### config.mk
export PLATFORM = sky130hd
export DESIGN_NAME = display_scan_ctrl
export DESIGN_NICKNAME = d
export VERILOG_FILES = /design/src/rtl/display_pkg.sv /design/src/rtl/scan_prescaler.sv /design/src/rtl/display_scan_ctrl.sv
export SDC_FILE = /design/constraint.sdc
export NUM_CORES = 1
export LEC_CHECK = 0
export ABC_AREA = 0
export CAP_MARGIN = 20
export CORE_MARGIN = 4
export CORE_UTILIZATION = 60
export DETAILED_ROUTE_END_ITERATION = 8
export DONT_BUFFER_PORTS = 1
export GPL_TIMING_DRIVEN = 0
export PLACE_DENSITY = 0.85
export SLEW_MARGIN = 40
export SYNTH_ARGS = -nofsm -noshare
export SYNTH_HDL_FRONTEND = slang
export SYNTH_HIERARCHICAL = 1
export SYNTH_SLANG_ARGS = --single-unit
### constraint.sdc
create_clock -name clk -period 3.5 [get_ports clk]
set_clock_uncertainty 0.2 [all_clocks]
set_input_delay 0.175 -clock clk [delete_from_list [all_inputs] [get_ports clk]]
set_output_delay 0.175 -clock clk [all_outputs]
set_load 0.1 [all_outputs]
### src/rtl/display_pkg.sv
// Shared types and constants for the 7-segment scan controller.
// Scan FSM states and BCD code widths/values.
package display_pkg;

  typedef enum logic {
    SHOW  = 1'b0,
    GUARD = 1'b1
  } scan_state_t;

  localparam int BCD_W = 4;
  localparam logic [BCD_W-1:0] BCD_BLANK = 4'hF;

endpackage

### src/rtl/scan_prescaler.sv
// Interval counter shared by the SHOW and GUARD phases of the scan.
// Ports: clk, rst_n, clr_i (sync clear), en_i (count), limit_i (last value), tc_o (at limit).
module scan_prescaler #(
  parameter int CNT_W = 8
) (
  input  logic             clk,
  input  logic             rst_n,
  input  logic             clr_i,
  input  logic             en_i,
  input  logic [CNT_W-1:0] limit_i,
  output logic             tc_o
);

  logic [CNT_W-1:0] cnt_q;

  assign tc_o = (cnt_q == limit_i);

  always_ff @(posedge clk or negedge rst_n) begin
    if (!rst_n) begin
      cnt_q <= '0;
    end else if (clr_i) begin
      cnt_q <= '0;
    end else if (en_i) begin
      cnt_q <= tc_o ? '0 : cnt_q + 1'b1;
    end
  end

endmodule

### src/rtl/display_scan_ctrl.sv
// Time-multiplexed refresh controller for an N-digit common-anode 7-seg display.
// Ports: clk, rst_n, enable_i, load_i, digits_i -> bcd_o, an_o (active-low),
// digit_idx_o, frame_tick_o, pending_o. Macro DISPLAY_SCAN_LZB_EN: leading-zero blanking.
module display_scan_ctrl
  import display_pkg::*;
#(
  parameter int N_DIGITS     = 4,
  parameter int REFRESH_DIV  = 100000,
  parameter int GUARD_CYCLES = 100
) (
  input  logic                          clk,
  input  logic                          rst_n,
  input  logic                          enable_i,
  input  logic                          load_i,
  input  logic [BCD_W*N_DIGITS-1:0]     digits_i,
  output logic [BCD_W-1:0]              bcd_o,
  output logic [N_DIGITS-1:0]           an_o,
  output logic [$clog2(N_DIGITS)-1:0]   digit_idx_o,
  output logic                          frame_tick_o,
  output logic                          pending_o
);

  localparam int IDX_W = $clog2(N_DIGITS);
  localparam int DW    = BCD_W * N_DIGITS;
  localparam int MAXL  = (REFRESH_DIV > GUARD_CYCLES) ? REFRESH_DIV : GUARD_CYCLES;
  localparam int CNT_W = $clog2(MAXL + 1);

  localparam logic [CNT_W-1:0] SHOW_LIM  = CNT_W'(REFRESH_DIV - 1);
  localparam logic [CNT_W-1:0] GUARD_LIM =
    CNT_W'((GUARD_CYCLES == 0) ? 0 : GUARD_CYCLES - 1);
  localparam logic [IDX_W-1:0]    LAST      = IDX_W'(N_DIGITS - 1);
  localparam logic [N_DIGITS-1:0] AN_OFF    = '1;
  localparam logic [N_DIGITS-1:0] AN_ONE    = N_DIGITS'(1);
  localparam logic                HAS_GUARD = (GUARD_CYCLES != 0);

  scan_state_t          state_q, state_d;
  logic [IDX_W-1:0]     idx_q, idx_d;
  logic [DW-1:0]        disp_q, disp_d;
  logic [DW-1:0]        pend_q, pend_d;
  logic                 pflag_q, pflag_d;
  logic                 run_q;
  logic [N_DIGITS-1:0]  an_q, an_d;
  logic [BCD_W-1:0]     bcd_q, bcd_d;
  logic                 tick_q, tick_d;

  logic                 live, tc, step_end;
  logic                 to_guard, adv, wrap, apply, lit;
  logic [CNT_W-1:0]     limit;
  logic [BCD_W-1:0]     nib;
  logic [N_DIGITS-1:0]  blank;
  logic                 hi_zero;

  // run_q marks that the display was lit last cycle; the first enabled
  // cycle after a dark one lights digit 0 with the counter held at zero.
  assign live     = enable_i & run_q;
  assign limit    = (state_q == GUARD) ? GUARD_LIM : SHOW_LIM;
  assign step_end = live & tc;
  assign to_guard = step_end & (state_q == SHOW) & HAS_GUARD;
  assign adv      = step_end & ((state_q == GUARD) | ~HAS_GUARD);
  assign wrap     = adv & (idx_q == LAST);
  assign apply    = pflag_q & (wrap | ~enable_i);

  scan_prescaler #(
    .CNT_W (CNT_W)
  ) u_presc (
    .clk     (clk),
    .rst_n   (rst_n),
    .clr_i   (~live),
    .en_i    (live),
    .limit_i (limit),
    .tc_o    (tc)
  );

  always_comb begin
    state_d = state_q;
    idx_d   = idx_q;
    if (!enable_i) begin
      state_d = SHOW;
      idx_d   = '0;
    end else if (to_guard) begin
      state_d = GUARD;
    end else if (adv) begin
      state_d = SHOW;
      idx_d   = wrap ? '0 : idx_q + 1'b1;
    end

    disp_d  = apply ? pend_q : disp_q;
    pend_d  = load_i ? digits_i : pend_q;
    pflag_d = load_i | (pflag_q & ~apply);

    nib = BCD_BLANK;
    for (int k = 0; k < N_DIGITS; k++) begin
      if (idx_d == IDX_W'(k)) nib = disp_d[k*BCD_W +: BCD_W];
    end

    // blank[k]: every nibble from k upward is zero (digit 0 never blanks)
    blank   = '0;
    hi_zero = 1'b1;
    for (int k = N_DIGITS - 1; k >= 1; k--) begin
      hi_zero  = hi_zero & (disp_d[k*BCD_W +: BCD_W] == 4'h0);
      blank[k] = hi_zero;
    end
`ifdef DISPLAY_SCAN_LZB_EN
    for (int k = 1; k < N_DIGITS; k++) begin
      if ((idx_d == IDX_W'(k)) && blank[k]) nib = BCD_BLANK;
    end
`endif

    // Outputs follow the next state so they change on the transition edge.
    lit    = enable_i & (state_d == SHOW);
    an_d   = lit ? ~(AN_ONE << idx_d) : AN_OFF;
    bcd_d  = lit ? nib : BCD_BLANK;
    tick_d = wrap;
  end

  always_ff @(posedge clk or negedge rst_n) begin
    if (!rst_n) begin
      state_q <= SHOW;
      idx_q   <= '0;
      disp_q  <= '1;
      pend_q  <= '1;
      pflag_q <= 1'b0;
      run_q   <= 1'b0;
      an_q    <= AN_OFF;
      bcd_q   <= BCD_BLANK;
      tick_q  <= 1'b0;
    end else begin
      state_q <= state_d;
      idx_q   <= idx_d;
      disp_q  <= disp_d;
      pend_q  <= pend_d;
      pflag_q <= pflag_d;
      run_q   <= enable_i;
      an_q    <= an_d;
      bcd_q   <= bcd_d;
      tick_q  <= tick_d;
    end
  end

  assign an_o         = an_q;
  assign bcd_o        = bcd_q;
  assign digit_idx_o  = idx_q;
  assign frame_tick_o = tick_q;
  assign pending_o    = pflag_q;

endmodule

==> results of run 1 <==
[placed cells by master (no fill, tap or decap), types with 2 or more instances in the layout]
master / n
clkbuf_8: 10
dfrtp_1: 19
mux2i_1: 4
a2111oi_0: 2
a22oi_1: 3
inv_1: 4
and3_2: 2
xnor2_1: 13
nand4_1: 7
ha_1: 3
conb_1: 7
o21ai_0: 2
buf_4: 14
nand3_1: 6
nand2b_1: 2
dlygate4sd3_1: 18
clkbuf_1: 7
nor2b_1: 2
mux2_1: 3
mux2_2: 31
xor2_1: 16
dfrtp_2: 4
clkinv_2: 2
mux2i_2: 2
a211oi_1: 11
nor2b_4: 2
o22ai_1: 4
nand2_1: 13
nor2_1: 8
dfstp_2: 40
buf_2: 4
clkinvlp_4: 2
[metal layers]
layer  track usage [%]  up-vias  share of wire (%)
li1                  -      961                  -
met1              29.0     1118                 40
met2              37.9       79                 53
met3              5.98       16                4.7
met4              12.0        0                2.2
met5                 0        -                  0
[metrics by stage]
stage	std cells	area [um2]	setup TNS, ns
finish	366	3760	-0.00218
floorplan	250	3100	0
detailed placement	317	3190	-0.789
global route	366	3760	-0.246
CTS	357	3620	0
global placement	317	3190	-0.637
[where the power goes]
group | total, uW | switching [uW] | internal, uW
Clock | 558 | 283 | 275
Sequential | 922 | 85.1 | 837
Combinational | 184 | 89.4 | 94.6
Total | 1660 | 457 | 1210
[state kept, by name, summed over array words and instances, names as in the netlist]
name / count
an_o: 4
bcd_o: 4
digit_idx_o: 2
disp_q: 16
frame_tick_o: 1
pend_q: 16
pending_o: 1
run_q: 1
state_q: 1
u_presc/cnt_q: 17
[path summary, 6_finish.rpt]
path                                              startpoint                            to  slack [ns]  cells past startpoint
min in group clk                                      load_i         pend_q[2]$_DFFE_PN1P_        0.17                      2
worst min register to register  u_presc/cnt_q[8]$_DFFE_PN0P_  u_presc/cnt_q[8]$_DFFE_PN0P_        0.41                      2
worst min-delay path                                   rst_n  u_presc/cnt_q[6]$_DFFE_PN0P_        0.17                      2
worst max register to register             state_q$_DFF_PN0_            bcd_o[3]$_DFF_PN1_      -0.002                     14
max in group asynchronous                              rst_n          disp_q[10]$_DFF_PN1_        2.62                      2
worst max-delay path                       state_q$_DFF_PN0_            bcd_o[3]$_DFF_PN1_      -0.002                     14
[kinds of logic (layout without fill, tap and decap cells)]
family	after synthesis	count (layout)
compound gates	30	30
fa+ha+maj	4	4
xor+xnor	29	29
mux	42	42
simple gates	57	57
buf+inv	18	67
flops	63	63
other cells	2	7
[final cells by class]
type,count,area [um2],area share [%]
sequential,63,1630,43.4
buffer,12,68.8,1.83
clock buffer,11,141,3.76
clock inverter,5,32.5,0.866
tap,67,83.8,2.23
inverter,5,22.5,0.599
timing repair buffer,34,338,8.99
multi-input combinational,169,1440,38.3
[worst reg2reg max path, cell delays in order, from the launching register on]
cell,delay [ns]
dfrtp_2,0.40
clkinvlp_4,0.21
buf_4,0.20
buf_4,0.12
xnor2_1,0.14
nand4_1,0.23
nor3_4,0.28
buf_6,0.14
and3_4,0.21
ha_1,0.20
nor2b_4,0.07
mux2i_4,0.20
nor2b_4,0.29
mux4_2,0.39
a2bb2oi_2,0.15
[timing repair]
item	4_1_cts	5_1_grt
gates resized for setup	3	11
hold buffers	19	0
pin swaps	1	5
hold endpoints to repair	83	0
endpoints found under the setup margin	4	8
gates cloned	0	1
setup buffers	5	9
==> impl_metrics.env, run 1 <==
export IMPL_path_class="flip-flop to flip-flop"
export IMPL_fillers=271
export IMPL_ios=32
export IMPL_syn_inst=245
export IMPL_syn_area_per_cell_um2=12.6
export IMPL_wl_mm=7.37
export IMPL_grt_pass1_vias=2309
export IMPL_p_leak_uw=0.00148
export IMPL_crit_family="simple AND/OR/NAND/NOR gates"
export IMPL_status="finished with violations"
export IMPL_synthAdderAreaFrac_pct=1.62
export IMPL_crit_chain="clkinvlp_4, buf_4, buf_4, xnor2_1, nand4_1, nor3_4, buf_6, and3_4, ha_1, nor2b_4, mux2i_4, nor2b_4, mux4_2, a2bb2oi_2"
export IMPL_antenna_found_initial=0
export IMPL_worstPathRequired_ns=3.56
export IMPL_cts_buffers=9
export IMPL_synthMuxAreaShare_pct=15.7
export IMPL_post_dp_hpwl_mm=3.96
export IMPL_ys_top_cells_by_count="dfstp_2, mux2_2, dfrtp_1"
export IMPL_yosysSeqAreaShare_pct=52.7
export IMPL_synth_xor_area_share_pct=8.23
export IMPL_post_place_ws_ns=-0.252
export IMPL_synthFlopType="dfstp_2"
export IMPL_synth_top_area_share_pct=34.1
export IMPL_yosysMostFrequentCell="dfstp_2"
export IMPL_post_route_util_pct=77.5
export IMPL_synth_ff_latch_count=63
export IMPL_fin_crit_sh_pct=100
export IMPL_ant_nets=0
export IMPL_synthTopCellsByArea="dfstp_2, dfrtp_1, mux2_2, xor2_1, xnor2_1"
export IMPL_synth_largest_area_cell="dfstp_2"
export IMPL_cp_data_arrival_time_ns=3.57
export IMPL_finalPower_uw=1660
export IMPL_grt_pass1_wl_mm=11.2
export IMPL_fp_dieW_um=79.7
export IMPL_fin_hold_ws_ns=0.173
export IMPL_endpoint_kind="flip-flop"
export IMPL_worstMarginPinSlew_ns=0.863
export IMPL_synth_compound_area_share_pct=7.38
export IMPL_initialDrtViolationCount=180
export IMPL_gp_congestion=0.870
export IMPL_vias=2174
export IMPL_ys_warn_count=6
export IMPL_drt_vias_per_instance=5.94
export IMPL_final_layout_size_suffix_gt1_share_pct=44.5
export IMPL_critPathBufInv=4
export IMPL_synth_edf_count=0
export IMPL_cts_root_buf="clkbuf_8"
export IMPL_finalHoldViolations=0
export IMPL_fin_ws_ns=-0.00218
export IMPL_grt_max_degree=64
export IMPL_drt_drc_violations_left=0
export IMPL_path_max_fanout=7
export IMPL_maxCapViolations=0
export IMPL_syn_area_um2=3090
export IMPL_clock_path_buffers=2
export IMPL_synth_cell_type_count=51
export IMPL_tritoncts="yes"
export IMPL_start_kind="flip-flop"
export IMPL_core_area_um2=4850
export IMPL_finalNetCount=318
export IMPL_fp_row_count=25
export IMPL_critPathSlowestCell="dfrtp_2"
export IMPL_path_clk_slew_ns=0.07
export IMPL_die_h_um=79.7
export IMPL_diodes=0
export IMPL_port_buffers=0
export IMPL_slew_viol_final=0
export IMPL_power_density_nw_per_um2=443
export IMPL_htree_levels=3
export IMPL_clkLatencyLatePin_ns=0.33
export IMPL_grt_overflow_total=0
export IMPL_setup_violations=1
export IMPL_die_area_um2=6350
export IMPL_max_stage_delay_ns=0.40
export IMPL_slew_headroom_pct=42.5
export IMPL_synth_top_family_by_area="multiplexers"
export IMPL_period_minus_slack_ns=3.50
export IMPL_async_reset_ff_share_pct=100
export IMPL_violations="setup timing"
export IMPL_max_clock_freq_mhz=286
export IMPL_start_util_pct=63.6
export IMPL_first_pass_iters=4
export IMPL_yosys_area_share_simple_pct=11.1
export IMPL_ir_drop_v=0.000287
export IMPL_wl_per_cell_um=20.1
export IMPL_hp_class="primary input to asynchronous set/reset pin"
export IMPL_clock_sinks=63
export IMPL_track_usage_pct=23.5
export IMPL_syn_to_final_growth_pct=21.8
No activity file was read; power rests on OpenSTA's default activity.
==> inputs of run 2 (changes only) <==
==> constraint.sdc (replaced) <==
create_clock -name clk -period 3.5 [get_ports clk]
set_clock_uncertainty 0.2 [all_clocks]
set_input_delay 0.7 -clock clk [delete_from_list [all_inputs] [get_ports clk]]
set_output_delay 0.7 -clock clk [all_outputs]
set_load 0.1 [all_outputs]
==> run 2 against run 1 <==
The run now ends clean. First-iteration DRC count is 6.1% lower. Worst setup slack better by 0.050 ns. Final cell count is 4.4% lower. Sequential share of layout area is 2.0 points higher. Highest routed layer unchanged. Combinational power is 11% lower. Non-clock buffer count is 16 lower. Hold slack worse by 0.16 ns.
==> impl_metrics.env, run 2 (same netlist as run 1, synthesis figures left out) <==
export IMPL_status="finished clean"
export IMPL_antenna_found_initial=0
export IMPL_track_usage_pct=22.1
export IMPL_path_class="flip-flop to flip-flop"
export IMPL_period_minus_slack_ns=3.45
export IMPL_drt_vias_per_instance=5.95
export IMPL_top_regs="u_presc/cnt_q x17, disp_q x16, pend_q x16"
export IMPL_ant_nets=0
export IMPL_vias=2084
export IMPL_grt_overflow_total=0
export IMPL_tritoncts="yes"
export IMPL_endpoint_kind="flip-flop"
export IMPL_finalNetCount=302
export IMPL_ios=32
export IMPL_grt_pass1_wl_mm=10.6
export IMPL_die_area_um2=6350
export IMPL_first_pass_iters=4
export IMPL_fp_dieW_um=79.7
export IMPL_finalHoldViolations=0
export IMPL_fin_crit_sh_pct=98.6
export IMPL_clkLatencyLatePin_ns=0.34
export IMPL_path_depth=14
export IMPL_critPathSlowestCell="dfrtp_2"
export IMPL_drt_drc_violations_left=0
export IMPL_cts_root_buf="clkbuf_8"
export IMPL_final_cell_count_no_fill=350
export IMPL_fp_row_count=25
export IMPL_largest_register="u_presc/cnt_q"
export IMPL_clock_path_buffers=2
export IMPL_mostFrequentLayoutCells="dfstp_2, mux2_2, dfrtp_1"
export IMPL_reg2reg_depth=14
export IMPL_p_int_uw=1190
export IMPL_diodes=0
export IMPL_grt_pass1_vias=2142
export IMPL_gp_congestion=0.870
export IMPL_maxCapViolations=0
export IMPL_post_route_util_pct=74.1
export IMPL_wl_mm=6.87
export IMPL_clkPwrFrac_pct=33.8
export IMPL_slew_viol_final=0
export IMPL_netSwitchingFraction_pct=27.0
export IMPL_power_density_nw_per_um2=455
export IMPL_path_clk_slew_ns=0.07
export IMPL_largest_reg_flops=17
export IMPL_p_leak_uw=0.00142
export IMPL_p_switching_uw=442
export IMPL_clock_sinks=63
export IMPL_core_area_um2=4850
export IMPL_grt_max_degree=55
export IMPL_fin_ws_ns=0.0482
export IMPL_cp_data_arrival_time_ns=3.52
export IMPL_start_util_pct=63.6
export IMPL_cts_buffers=9
export IMPL_worstPathRequired_ns=3.57
export IMPL_slew_headroom_pct=42.5
export IMPL_htree_levels=3
export IMPL_final_layout_size_suffix_gt1_share_pct=47.0
export IMPL_crit_family="simple AND/OR/NAND/NOR gates"
export IMPL_reg2reg_slack_ns=0.05
export IMPL_path_max_fanout=7
export IMPL_power_frac_comb_pct=10.0
export IMPL_layout_commonest_cell="dfstp_2"
export IMPL_initialDrtViolationCount=169
export IMPL_setup_violations=0
export IMPL_crit_chain="clkinvlp_4, buf_4, buf_4, xnor2_1, nand4_1, nor3_4, buf_6, and3_4, ha_1, nor2b_4, mux2i_4, nor2b_4, mux4_2, a2bb2oi_2"
export IMPL_critPathBufInv=4
export IMPL_worstMarginPinSlew_ns=0.863
export IMPL_max_stage_delay_ns=0.40
export IMPL_die_h_um=79.7
export IMPL_max_clock_freq_mhz=290
export IMPL_seqPwrFrac_pct=56.3
export IMPL_port_buffers=0
export IMPL_post_dp_hpwl_mm=3.96
export IMPL_ir_drop_v=0.000384
export IMPL_syn_to_final_growth_pct=16.4
export IMPL_wl_per_cell_um=19.6
export IMPL_hp_class="primary input to asynchronous set/reset pin"
export IMPL_place_inst=317
export IMPL_setup_tns_ns=0
export IMPL_post_place_ws_ns=-0.252
export IMPL_start_kind="flip-flop"
## run 2: area by class of cell
cell class | count | area (um2)
sequential | 63 | 1630
multi-input combinational | 169 | 1440
fill | 284 | 1260
timing repair buffer | 18 | 175
clock buffer | 11 | 141
tap | 67 | 83.8
buffer | 12 | 68.8
clock inverter | 5 | 32.5
inverter | 5 | 22.5
## run 2: through the flow
step	hold slack, ns	cell area, um2	power [uW]
2_1_floorplan	0.204	3100	1030
6_report	0.0142	3590	1630
5_1_grt	0.0238	3590	1710
3_3_place_gp	0.206	3190	1050
4_1_cts	0.0177	3450	1630
3_5_place_dp	0.206	3190	1060
## run 2: power by group through the flow
stage / logic (uW) / clock network (uW) / registers (uW)
after global placement: 124 / 0 / 924
after CTS: 150 / 563 / 917
after global routing: 177 / 604 / 927
after floorplan: 109 / 0 / 917
after detailed placement: 131 / 0 / 929
final: 163 / 552 / 920
## run 2: metal layers
layer / share of wire, % / vias up / GRT usage (%)
li1: - / 930 / -
met1: 41 / 1051 / 28.8
met2: 49 / 78 / 34.4
met3: 6.5 / 25 / 6.09
met4: 3.4 / 0 / 10.1
met5: 0 / - / 0
## run 2: what timing repair did
| action | 4_1_cts | 5_1_grt |
|---|---|---|
| gates resized for setup | 3 | 10 |
| pin swaps | 1 | 5 |
| hold endpoints to repair | 54 | 0 |
| hold buffers | 2 | 0 |
| cloned | 0 | 1 |
| buffers inserted | 5 | 10 |
| endpoints found under the setup margin | 4 | 7 |
## run 2: path summary, 6_finish.rpt
check,start,endpoint
min in group clk,enable_i,run_q$_DFF_PN0_
max reg2reg,state_q$_DFF_PN0_,bcd_o[3]$_DFF_PN1_
min,rst_n,u_presc/cnt_q[6]$_DFFE_PN0P_
min reg2reg,u_presc/cnt_q[8]$_DFFE_PN0P_,u_presc/cnt_q[8]$_DFFE_PN0P_
max in group asynchronous,rst_n,disp_q[10]$_DFF_PN1_
max,state_q$_DFF_PN0_,bcd_o[3]$_DFF_PN1_
